File: config.mk
export PLATFORM = sky130hd
export DESIGN_NAME = lp_stage_sequencer
export DESIGN_NICKNAME = d
export VERILOG_FILES = /design/src/rtl/lp_stage_sequencer.sv
export SDC_FILE = /design/constraint.sdc
export NUM_CORES = 1
export LEC_CHECK = 0
export CAP_MARGIN = 5
export CELL_PAD_IN_SITES_DETAIL_PLACEMENT = 0
export CELL_PAD_IN_SITES_GLOBAL_PLACEMENT = 1
export CORE_AREA = 8 8 78 80
export DETAILED_ROUTE_END_ITERATION = 10
export DIE_AREA = 0 0 86 88
export PLACE_DENSITY = 0.85
export SYNTH_ARGS = -nofsm -noshare
export SYNTH_HDL_FRONTEND = slang
export SYNTH_SLANG_ARGS = --single-unit
File: constraint.sdc
create_clock -name aclk -period 2.16 [get_ports aclk]
set_input_delay 0.216 -clock aclk [delete_from_list [all_inputs] [get_ports aclk]]
set_output_delay 0.216 -clock aclk [all_outputs]
set_load 0.03 [all_outputs]
File: src/rtl/lp_stage_sequencer.sv
// Stage sequencer for the LP accelerator: walks NUM_STAGES compute cores in order, counts simplex iterations.
// Optional iteration limit enabled by defining LP_ITER_LIMIT_EN.
module lp_stage_sequencer #(
    parameter  int unsigned NUM_STAGES = 4,
    parameter  int unsigned ITER_W     = 16,
    parameter  int unsigned MAX_ITER   = 1000,
    localparam int unsigned SEL_W      = (NUM_STAGES > 1) ? $clog2(NUM_STAGES) : 1
) (
    input  logic                  aclk,
    input  logic                  areset,
    input  logic                  mblz_init,
    input  logic                  fifo_ready,
    input  logic                  fifo_stop,
    input  logic [NUM_STAGES-1:0] stage_done,
    input  logic [NUM_STAGES-1:0] stage_stop,
    input  logic                  complete,
    output logic                  stop,
    output logic                  fifo_init,
    output logic [NUM_STAGES-1:0] stage_valid,
    output logic [SEL_W-1:0]      mux_sel,
    output logic [SEL_W-1:0]      demux_sel,
    output logic                  wb_valid,
    output logic [ITER_W-1:0]     iter_count,
    output logic                  mblz_done,
    output logic [1:0]            status
);

    typedef enum logic [2:0] {
        S_IDLE,
        S_LOAD,
        S_RUN,
        S_DONE,
        S_ABORT
    } state_e;

    localparam logic [1:0] ST_RUN   = 2'b00;
    localparam logic [1:0] ST_OPT   = 2'b01;
    localparam logic [1:0] ST_STOP  = 2'b10;
    localparam logic [1:0] ST_LIMIT = 2'b11;

    localparam logic [SEL_W-1:0] K_LAST     = SEL_W'(NUM_STAGES - 1);
    localparam logic [ITER_W:0]  MAX_ITER_W = (ITER_W + 1)'(MAX_ITER);
`ifdef LP_ITER_LIMIT_EN
    localparam bit LIMIT_EN = 1'b1;
`else
    localparam bit LIMIT_EN = 1'b0;
`endif

    state_e                  state_q, state_d;
    logic [SEL_W-1:0]        k_q, k_d;
    logic                    stop_q, stop_d;
    logic                    fifo_init_q, fifo_init_d;
    logic [NUM_STAGES-1:0]   stage_valid_q, stage_valid_d;
    logic [SEL_W-1:0]        mux_sel_q, mux_sel_d;
    logic [SEL_W-1:0]        demux_sel_q, demux_sel_d;
    logic                    wb_valid_q, wb_valid_d;
    logic [ITER_W-1:0]       iter_count_q, iter_count_d;
    logic                    mblz_done_q, mblz_done_d;
    logic [1:0]              status_q, status_d;

    logic                    any_stop_c;
    logic                    done_k_c;
    logic                    limit_hit_c;

    assign any_stop_c  = fifo_stop | (|stage_stop);
    assign done_k_c    = stage_done[k_q];
    // Unwrapped compare so a counter about to wrap still sees the limit
    assign limit_hit_c = LIMIT_EN && (({1'b0, iter_count_q} + (ITER_W + 1)'(1)) >= MAX_ITER_W);

    always_comb begin
        state_d       = state_q;
        k_d           = k_q;
        stop_d        = stop_q;
        fifo_init_d   = fifo_init_q;
        stage_valid_d = stage_valid_q;
        mux_sel_d     = mux_sel_q;
        demux_sel_d   = demux_sel_q;
        wb_valid_d    = 1'b0;
        iter_count_d  = iter_count_q;
        mblz_done_d   = 1'b0;
        status_d      = status_q;

        case (state_q)
            S_IDLE: begin
                stop_d = 1'b1;
                if (mblz_init) begin
                    state_d      = S_LOAD;
                    iter_count_d = '0;
                    status_d     = ST_RUN;
                    fifo_init_d  = 1'b1;
                    stop_d       = 1'b0;
                    k_d          = '0;
                    mux_sel_d    = '0;
                end
            end
            S_LOAD: begin
                if (any_stop_c) begin
                    state_d       = S_ABORT;
                    stage_valid_d = '0;
                    fifo_init_d   = 1'b0;
                    stop_d        = 1'b1;
                    status_d      = ST_STOP;
                    mblz_done_d   = 1'b1;
                end else if (fifo_ready) begin
                    state_d       = S_RUN;
                    fifo_init_d   = 1'b0;
                    k_d           = '0;
                    mux_sel_d     = '0;
                    stage_valid_d = NUM_STAGES'(1);
                end
            end
            S_RUN: begin
                // Abort beats a same-cycle stage_done: no write-back, no count
                if (any_stop_c) begin
                    state_d       = S_ABORT;
                    stage_valid_d = '0;
                    stop_d        = 1'b1;
                    status_d      = ST_STOP;
                    mblz_done_d   = 1'b1;
                end else if (done_k_c) begin
                    demux_sel_d = k_q;
                    wb_valid_d  = 1'b1;
                    if (k_q != K_LAST) begin
                        k_d           = k_q + SEL_W'(1);
                        mux_sel_d     = k_d;
                        stage_valid_d = NUM_STAGES'(1) << k_d;
                    end else begin
                        iter_count_d = iter_count_q + ITER_W'(1);
                        if (complete) begin
                            state_d       = S_DONE;
                            stage_valid_d = '0;
                            stop_d        = 1'b1;
                            status_d      = ST_OPT;
                            mblz_done_d   = 1'b1;
                        end else if (limit_hit_c) begin
                            state_d       = S_ABORT;
                            stage_valid_d = '0;
                            stop_d        = 1'b1;
                            status_d      = ST_LIMIT;
                            mblz_done_d   = 1'b1;
                        end else begin
                            k_d           = '0;
                            mux_sel_d     = '0;
                            stage_valid_d = NUM_STAGES'(1);
                        end
                    end
                end
            end
            S_DONE, S_ABORT: begin
                state_d = S_IDLE;
            end
            default: begin
                state_d = S_IDLE;
            end
        endcase
    end

    always_ff @(posedge aclk) begin
        if (areset) begin
            state_q       <= S_IDLE;
            k_q           <= '0;
            stop_q        <= 1'b1;
            fifo_init_q   <= 1'b0;
            stage_valid_q <= '0;
            mux_sel_q     <= '0;
            demux_sel_q   <= '0;
            wb_valid_q    <= 1'b0;
            iter_count_q  <= '0;
            mblz_done_q   <= 1'b0;
            status_q      <= ST_RUN;
        end else begin
            state_q       <= state_d;
            k_q           <= k_d;
            stop_q        <= stop_d;
            fifo_init_q   <= fifo_init_d;
            stage_valid_q <= stage_valid_d;
            mux_sel_q     <= mux_sel_d;
            demux_sel_q   <= demux_sel_d;
            wb_valid_q    <= wb_valid_d;
            iter_count_q  <= iter_count_d;
            mblz_done_q   <= mblz_done_d;
            status_q      <= status_d;
        end
    end

    assign stop        = stop_q;
    assign fifo_init   = fifo_init_q;
    assign stage_valid = stage_valid_q;
    assign mux_sel     = mux_sel_q;
    assign demux_sel   = demux_sel_q;
    assign wb_valid    = wb_valid_q;
    assign iter_count  = iter_count_q;
    assign mblz_done   = mblz_done_q;
    assign status      = status_q;

endmodule
==> flow_metrics.env, run 1 <==
export IMPL_cts_setup_buffers=0
export IMPL_cp_startpoint="mux_sel[0]"
export IMPL_path_clk_slew_ps=70
export IMPL_start_util=0.339
export IMPL_reg2reg_slack_ps=150
export IMPL_crit_chain="ha_1, mux2_2, nand2_1, or4_1, or4_1, nand2_1"
export IMPL_yosysTopAreaCell="dfxtp_1"
export IMPL_ys_async_sr_fraction=0
export IMPL_clk_insertion_delay_late_ps=280
export IMPL_synth_common_cells="dfxtp_1, nor2_1, nand2_1, xnor2_1"
export IMPL_cts_made_buffers=5
export IMPL_r2r_end="iter_count[13]"
export IMPL_slew_headroom=0.761
export IMPL_p_per_area_nw_per_um2=499
export IMPL_synth_cell_types=42
export IMPL_wl_per_cell_um=13.5
export IMPL_power_total_uw=1170
export IMPL_cts_tree="done"
export IMPL_rsz0062_at_grt="false"
export IMPL_end_kind="flop"
export IMPL_drv_slew=0
export IMPL_finClkSkew_ps=7.47
export IMPL_min_period_ps=2010
export IMPL_tns_ps=0
export IMPL_synth_area_um2=1670
export IMPL_place_area_um2=2260
export IMPL_endpoint="iter_count[13]"
export IMPL_critical_path_top_delay_family="simple AND/OR/NAND/NOR gates"
export IMPL_start_kind="flop"
export IMPL_hold_viol=0
export IMPL_antenna_found_initial=0
export IMPL_power_leakage_uw=0.000811
export IMPL_syn_mean_instance_area_um2=8.91
export IMPL_synth_top_area_share=0.397
export IMPL_vias_per_cell=4.96
export IMPL_synth_edf_count=0
export IMPL_wl_um=4230
export IMPL_maxCapViolations=0
export IMPL_remaining_drc_errors=0
export IMPL_worst_pin_slew_ps=356
export IMPL_synth_cells=187
export IMPL_critPathKind="flop to flop"
export IMPL_synth_sequential_area_ratio=0.397
export IMPL_rows=26
export IMPL_cp_buffers_inverters=0
export IMPL_cp_slowest_stage_delay_ps=540
export IMPL_gp_congestion=0.801
export IMPL_numClockSinks=33
export IMPL_yosysMostFrequentCell="dfxtp_1"
export IMPL_dpl_hpwl_um=3220
export IMPL_chipHeight_um=88
export IMPL_synth_area_leaders="dfxtp_1, xnor2_1, nor2_1"
export IMPL_grt_usage=0.119
export IMPL_worstHoldPathCells=2
export IMPL_worstPathMaxFanout=9
export IMPL_die_w_um=86
export IMPL_fin_area_um2=2340
export IMPL_grt_pass1_vias=1550
export IMPL_ant_nets=0
export IMPL_cts_buffer_depth=2
export IMPL_setup_viol=0
export IMPL_met1_length_um=2080
export IMPL_area_delta_synth_final_pct=40.3
export IMPL_dr_pass1_iters=4
export IMPL_ys_warn_count=0
export IMPL_grt_pass1_wl_um=7200
export IMPL_port_buffers=43
export IMPL_ir_worst_vdd_mv=0.247
export IMPL_cp_slowest_cell="or4_1"
export IMPL_ios=44
export IMPL_num_vias=1556
export IMPL_holdCritPathClass="flop to flop"
export IMPL_cp_depth=6
export IMPL_die_area_um2=7570
export IMPL_cp_required_ps=2380
export IMPL_max_freq_ghz=0.497
export IMPL_top_layer="met4"
export IMPL_final_nets=265
export IMPL_cts_root_buf="clkbuf_8"
export IMPL_dr_wl_met3_um=272
export IMPL_synth_fp_nets=207
export IMPL_grt_max_degree=13
export IMPL_synth_ff_type="dfxtp_1"
export IMPL_r2r_cells=6
export IMPL_post_route_period_util=0.932
export IMPL_route_met2_wl_um=1810
export IMPL_n_antenna_cell=0
export IMPL_drt_initial_drc_count=75
export IMPL_outcome="complete, no violations"
export IMPL_arrival_ps=2230
export IMPL_ys_ff_latch=33
export IMPL_coreArea_um2=4910
export IMPL_r2r_start="mux_sel[0]"
export IMPL_drive_gt1_frac=0.119
export IMPL_ctsHtreeMaxLevel=2
export IMPL_overflow=0
logic make-up after synthesis:
group / synth area share
AND/OR/NAND/NOR: 0.278
flip-flops: 0.397
AO/OA/AOI/OAI: 0.132
XOR/XNOR: 0.0631
buffers and inverters: 0.0270
multiplexers: 0.0578
adder cells (fa/ha/maj): 0.0451
metal layers:
metal	vias up	global-route usage
li1	794	-
met4	0	0.0462
met1	711	0.152
met5	-	0
met3	9	0.0413
met2	42	0.178
power by group:
group          total [µW]  internal (µW)  switching (µW)
Combinational         127           61.0            66.3
Sequential            621            615            5.92
Clock                 419            212             207
worst min path at each step:
stage / start / end
floorplan: areset / wb_valid
global placement: status[0] / status[0]
detailed placement: status[0] / status[0]
CTS: status[0] / status[0]
global route: stage_valid[1] / stage_valid[1]
finish: status[0] / status[0]
through the flow:
step	worst slack [ps]	instances	hold slack, ps	utilization
floorplan	134	187	341	-
global placement	100	308	453	0.460
detailed placement	49.7	308	461	0.460
CTS	78.3	314	476	0.475
global route	36.5	314	502	0.476
finish	148	314	465	0.476
state kept, by name (all words and copies together), names as in the netlist:
| name | cells |
|---|---|
| mblz_done | 1 |
| stop | 1 |
| stage_valid | 4 |
| demux_sel | 2 |
| state_q | 3 |
| wb_valid | 1 |
| fifo_init | 1 |
| status | 2 |
| iter_count | 16 |
| mux_sel | 2 |
layout make-up:
class                      count  area [µm²]
clock buffer                   5        68.8
clock inverter                 1        5.00
fill                         486        2570
inverter                       4        15.0
multi-input combinational    144         960
sequential                    33         666
tap                           70        87.6
timing repair buffer          57         536
worst register-to-register path, delay by kind of cell (launching register included):
family / cells / cell delay [ps]
mux: 1 / 200
simple gates: 4 / 1090
flops: 1 / 410
fa+ha+maj: 1 / 260
layout by cell type (no fill, tap or decap), types with 2 or more instances in the layout:
cell type,synthesis,final
clkdlybuf4s50_1,0,43
dfxtp_1,33,31
nor2_1,23,23
nand2_1,16,16
buf_4,0,14
xnor2_1,11,11
nor3_1,8,8
nand3_1,8,8
o21ai_0,7,7
nor4_1,6,6
ha_1,6,6
a21oi_1,5,5
clkbuf_8,0,5
inv_1,4,4
a31oi_1,4,4
a22o_1,4,4
mux2i_1,4,4
or3_1,4,4
mux2_2,3,3
or4_1,3,3
nand4_1,3,3
nor4b_1,3,3
nand2b_1,2,2
and2_1,2,2
a21o_1,2,2
and4_1,2,2
nor3b_1,2,2
timing repair:
| action | CTS | global route |
|---|---|---|
| setup endpoints to repair | 0 | 2 |
| endpoints found under the hold margin | 0 | 0 |
| hold buffers | 0 | 0 |
| gates resized for setup | 0 | 1 |
(Power assumes the default switching activity.)
==> inputs of run 2 (changes only) <==
==> constraint.sdc (replaced) <==
create_clock -name aclk -period 2.1 [get_ports aclk]
set_input_delay 0.21 -clock aclk [delete_from_list [all_inputs] [get_ports aclk]]
set_output_delay 0.21 -clock aclk [all_outputs]
set_load 0.03 [all_outputs]
==> run 2 against run 1 <==
  * Sequential share of layout area fell by 0.41 points
  * Combinational power barely moved
  * Clock skew rose by 3.5 ps
  * Critical endpoint unchanged
==> flow_metrics.env, run 2 (synthesis results as in run 1) <==
export IMPL_ios=44
export IMPL_critPathKind="flop to flop"
export IMPL_post_route_period_util=0.936
export IMPL_final_common_cell="clkdlybuf4s50_1"
export IMPL_finClkSkew_ps=11.0
export IMPL_dp_cells=308
export IMPL_drive_gt1_frac=0.130
export IMPL_worstPathMaxFanout=6
export IMPL_drv_slew=0
export IMPL_tns_ps=0
export IMPL_path_clk_slew_ps=80
export IMPL_rows=26
export IMPL_grt_pass1_wl_um=7170
export IMPL_crit_chain="ha_2, mux2_2, nand2_1, or4_1, or4_1, nand2_1"
export IMPL_overflow=0
export IMPL_cp_required_ps=2330
export IMPL_cp_slowest_cell="or4_1"
export IMPL_coreArea_um2=4910
export IMPL_grt_usage=0.117
export IMPL_port_buffers=43
export IMPL_wl_um=4300
export IMPL_die_w_um=86
export IMPL_p_per_area_nw_per_um2=523
export IMPL_mostFrequentLayoutCells="clkdlybuf4s50_1, dfxtp_1, nor2_1"
export IMPL_dpl_hpwl_um=3270
export IMPL_layoutNonFillerInstCount=316
export IMPL_final_nets=265
export IMPL_start_util=0.339
export IMPL_numClockSinks=33
export IMPL_arrival_ps=2200
export IMPL_power_leakage_uw=0.000814
export IMPL_die_area_um2=7570
export IMPL_ctsHtreeMaxLevel=2
export IMPL_num_vias=1573
export IMPL_remaining_drc_errors=0
export IMPL_largest_reg_flops=16
export IMPL_rsz0062_at_grt="false"
export IMPL_cts_buffer_depth=2
export IMPL_end_kind="flop"
export IMPL_holdCritPathClass="flop to flop"
export IMPL_grt_pass1_vias=1535
export IMPL_chipHeight_um=88
export IMPL_gp_congestion=0.806
export IMPL_n_antenna_cell=0
export IMPL_slew_headroom=0.731
export IMPL_vias_per_cell=4.98
export IMPL_n_fill_cell=466
export IMPL_cts_tree="done"
export IMPL_hold_viol=0
export IMPL_worst_pin_slew_ps=399
export IMPL_ant_nets=0
export IMPL_wl_per_cell_um=13.6
export IMPL_area_delta_synth_final_pct=41.8
export IMPL_maxCapViolations=0
export IMPL_holdBufCountCts=0
export IMPL_dr_pass1_iters=4
export IMPL_max_freq_ghz=0.509
export IMPL_start_kind="flop"
export IMPL_drt_initial_drc_count=57
export IMPL_cp_slowest_stage_delay_ps=540
export IMPL_min_period_ps=1970
export IMPL_grt_max_degree=16
export IMPL_clk_insertion_delay_late_ps=280
export IMPL_antenna_found_initial=0
export IMPL_setup_viol=0
export IMPL_cts_root_buf="clkbuf_8"
export IMPL_ir_worst_vdd_mv=0.240
export IMPL_outcome="complete, no violations"
export IMPL_cts_made_buffers=5
-- run 2: report_power, final --
part | internal, µW | switching, µW
sequential | 634 | 7.95
clock | 229 | 236
combinational | 62.5 | 66.0
-- run 2: worst max-delay path: cells and delay by family (launching register included) --
family	cells	cell delay, ps
adders and majority gates	1	250
DFF	1	410
muxes	1	180
and+or+nand+nor	4	1080
-- run 2: what timing repair did --
action / CTS / global route
resized for setup: 0 / 1
endpoints found under the hold margin: 0 / 0
setup endpoints to repair: 0 / 2
setup buffers: 0 / 0
-- run 2: final timing paths --
check	slack, ps	end	startpoint	cells after the start
worst max-delay path	130	iter_count[13]	mux_sel[0]	6
worst min-delay path	470	status[0]	status[0]	2
worst max register to register	130	iter_count[13]	mux_sel[0]	6
worst min register to register	470	status[0]	status[0]	2
-- run 2: layout make-up --
| cell class | instances | area, µm² | area share |
|---|---|---|---|
| Inverter | 4 | 15.0 | 0.00636 |
| Timing Repair Buffer | 57 | 548 | 0.232 |
| Clock inverter | 3 | 17.5 | 0.00742 |
| Multi-Input combinational cell | 144 | 962 | 0.407 |
| Tap cell | 70 | 87.6 | 0.0371 |
| Sequential cell | 33 | 663 | 0.281 |
| Clock buffer | 5 | 68.8 | 0.0291 |
-- run 2: metrics by stage --
step | util | cell area [µm²] | hold WS (ps) | total power (µW) | worst slack [ps]
after detailed placement | 0.463 | 2270 | 457 | 784 | 56.4
after global placement | 0.463 | 2270 | 451 | 784 | 106
after global routing | 0.481 | 2360 | 507 | 1290 | 17.8
final | 0.481 | 2360 | 468 | 1230 | 134
after CTS | 0.480 | 2360 | 477 | 1250 | 80.6
after floorplan | - | 1670 | 335 | 719 | 74.0
-- run 2: layer usage --
layer	part of all wire	global-route usage
met1	0.48	0.144
met5	0	0
met3	0.076	0.0432
met4	0.011	0.0462
met2	0.43	0.179
==> inputs of run 3 (changes only) <==
--- a/config.mk
+++ b/config.mk
@@ -5,8 +5,9 @@
 export SDC_FILE = /design/constraint.sdc
 export NUM_CORES = 1
 export LEC_CHECK = 0
+export ABC_CLOCK_PERIOD_IN_PS = 2100
 export CAP_MARGIN = 5
-export CELL_PAD_IN_SITES_DETAIL_PLACEMENT = 0
+export CELL_PAD_IN_SITES_DETAIL_PLACEMENT = 1
 export CELL_PAD_IN_SITES_GLOBAL_PLACEMENT = 1
 export CORE_AREA = 8 8 78 80
 export DETAILED_ROUTE_END_ITERATION = 10
==> run 3 against run 2 <==
  * Utilization increased by 0.51 points
  * Total power increased by 6.5%
  * Flip-flop and latch count unchanged
  * Via count increased by 3.6%
  * Largest power group unchanged
==> flow_metrics.env, run 3 (synthesis results as in run 1) <==
export IMPL_outcome="complete, no violations"
export IMPL_holdCritPathClass="flop to flop"
export IMPL_slew_headroom=0.752
export IMPL_grt_max_degree=16
export IMPL_gp_congestion=0.806
export IMPL_remaining_drc_errors=0
export IMPL_n_fill_cell=575
export IMPL_ctsHtreeMaxLevel=2
export IMPL_wl_per_cell_um=15.9
export IMPL_p_per_area_nw_per_um2=551
export IMPL_ir_worst_vdd_mv=0.347
export IMPL_rsz0062_at_grt="false"
export IMPL_tns_ps=0
export IMPL_maxCapViolations=0
export IMPL_cts_root_buf="clkbuf_8"
export IMPL_ant_nets=0
export IMPL_power_leakage_uw=0.000824
export IMPL_dp_cells=308
export IMPL_area_delta_synth_final_pct=43.4
export IMPL_cp_buffers_inverters=0
export IMPL_dpl_hpwl_um=3780
export IMPL_holdBufCountCts=0
export IMPL_path_clk_slew_ps=70
export IMPL_cp_slowest_cell="or4_1"
export IMPL_chipHeight_um=88
export IMPL_grt_use_met3=0.0460
export IMPL_coreArea_um2=4910
export IMPL_die_area_um2=7570
export IMPL_cts_buffer_depth=2
export IMPL_drv_slew=0
export IMPL_cts_tree="done"
export IMPL_cts_resized=0
export IMPL_grtUsageMet2=0.232
export IMPL_n_antenna_cell=0
export IMPL_antenna_found_initial=0
export IMPL_clk_insertion_delay_late_ps=290
export IMPL_ios=44
export IMPL_wl_um=5020
export IMPL_start_kind="flop"
export IMPL_end_kind="flop"
export IMPL_drt_initial_drc_count=70
export IMPL_cts_made_buffers=5
export IMPL_setup_viol=0
export IMPL_cts_setup_buffers=0
export IMPL_busiest_layer="met2"
export IMPL_layoutNonFillerInstCount=316
export IMPL_fin_hold_ws_ps=469
export IMPL_power_total_uw=1310
export IMPL_cp_required_ps=2330
export IMPL_start_util=0.339
export IMPL_num_vias=1629
export IMPL_overflow=0
export IMPL_grt_pass1_vias=1736
export IMPL_post_route_util=0.486
export IMPL_post_route_period_util=0.927
export IMPL_min_period_ps=1950
export IMPL_numClockSinks=33
export IMPL_final_nets=265
export IMPL_drive_gt1_frac=0.130
export IMPL_worstPathMaxFanout=6
export IMPL_crit_chain="ha_4, mux2_2, nand2_1, or4_1, or4_1, nand2_1"
export IMPL_die_w_um=86
export IMPL_mostFrequentLayoutCells="clkdlybuf4s50_1, dfxtp_1, nor2_1"
export IMPL_critical_path_top_delay_family="simple AND/OR/NAND/NOR gates"
export IMPL_grt_util_met1=0.158
export IMPL_critPathKind="flop to flop"
export IMPL_vias_per_cell=5.16
export IMPL_dr_pass1_iters=4
export IMPL_rows=26
export IMPL_worst_pin_slew_ps=367
export IMPL_final_common_cell="clkdlybuf4s50_1"
export IMPL_cp_slowest_stage_delay_ps=540
export IMPL_finClkSkew_ps=6.97
export IMPL_port_buffers=43
export IMPL_max_freq_ghz=0.513
export IMPL_grt_pass1_wl_um=8320
export IMPL_arrival_ps=2180
export IMPL_largest_reg_flops=16
export IMPL_grt_usage=0.137
export IMPL_hold_viol=0
[run 3: cell count changes in the layout (fill, tap and decap cells not counted), sizes merged]
cell / change
clkbuf: +2
clkinv: -1
clkinvlp: -1
[run 3: layout make-up]
type | instances | area [µm²] | area share
multi-input cells | 144 | 972 | 0.407
inverters | 4 | 15.0 | 0.00629
repair buffers | 57 | 548 | 0.230
clock buffers | 7 | 96.3 | 0.0404
clock inverters | 1 | 5.00 | 0.00210
well taps | 70 | 87.6 | 0.0367
flip-flops and latches | 33 | 663 | 0.278
[run 3: worst paths after layout]
kind	start	to	depth (start not counted)	slack, ps
max	mux_sel[0]	iter_count[13]	6	150
min	status[0]	status[0]	2	470
max reg2reg	mux_sel[0]	iter_count[13]	6	150
min reg2reg	status[0]	status[0]	2	470
[run 3: power breakdown]
part / leakage (µW) / switching (µW) / total, µW / internal (µW)
Sequential: 0.000268 / 7.75 / 641 / 634
Combinational: 0.000502 / 69.6 / 132 / 62.6
Clock: 0.0000542 / 245 / 541 / 296
[run 3: metal layers]
layer	part of all wire	wire (µm)
met5	0	0
met4	0.011	56
met3	0.062	309
met2	0.48	2390
met1	0.45	2260
[run 3: through the flow]
step	cell area, µm²	setup WS, ps
global placement	2270	106
floorplan	1670	74.0
CTS	2370	32.6
detailed placement	2270	39.0
finish	2390	152
global route	2390	23.4
[run 3: worst register-to-register path, stage by stage (launching register included)]
cell     delay, ps
dfxtp_2        430
ha_4           190
mux2_2         170
nand2_1         70
or4_1          540
or4_1          410
nand2_1         80
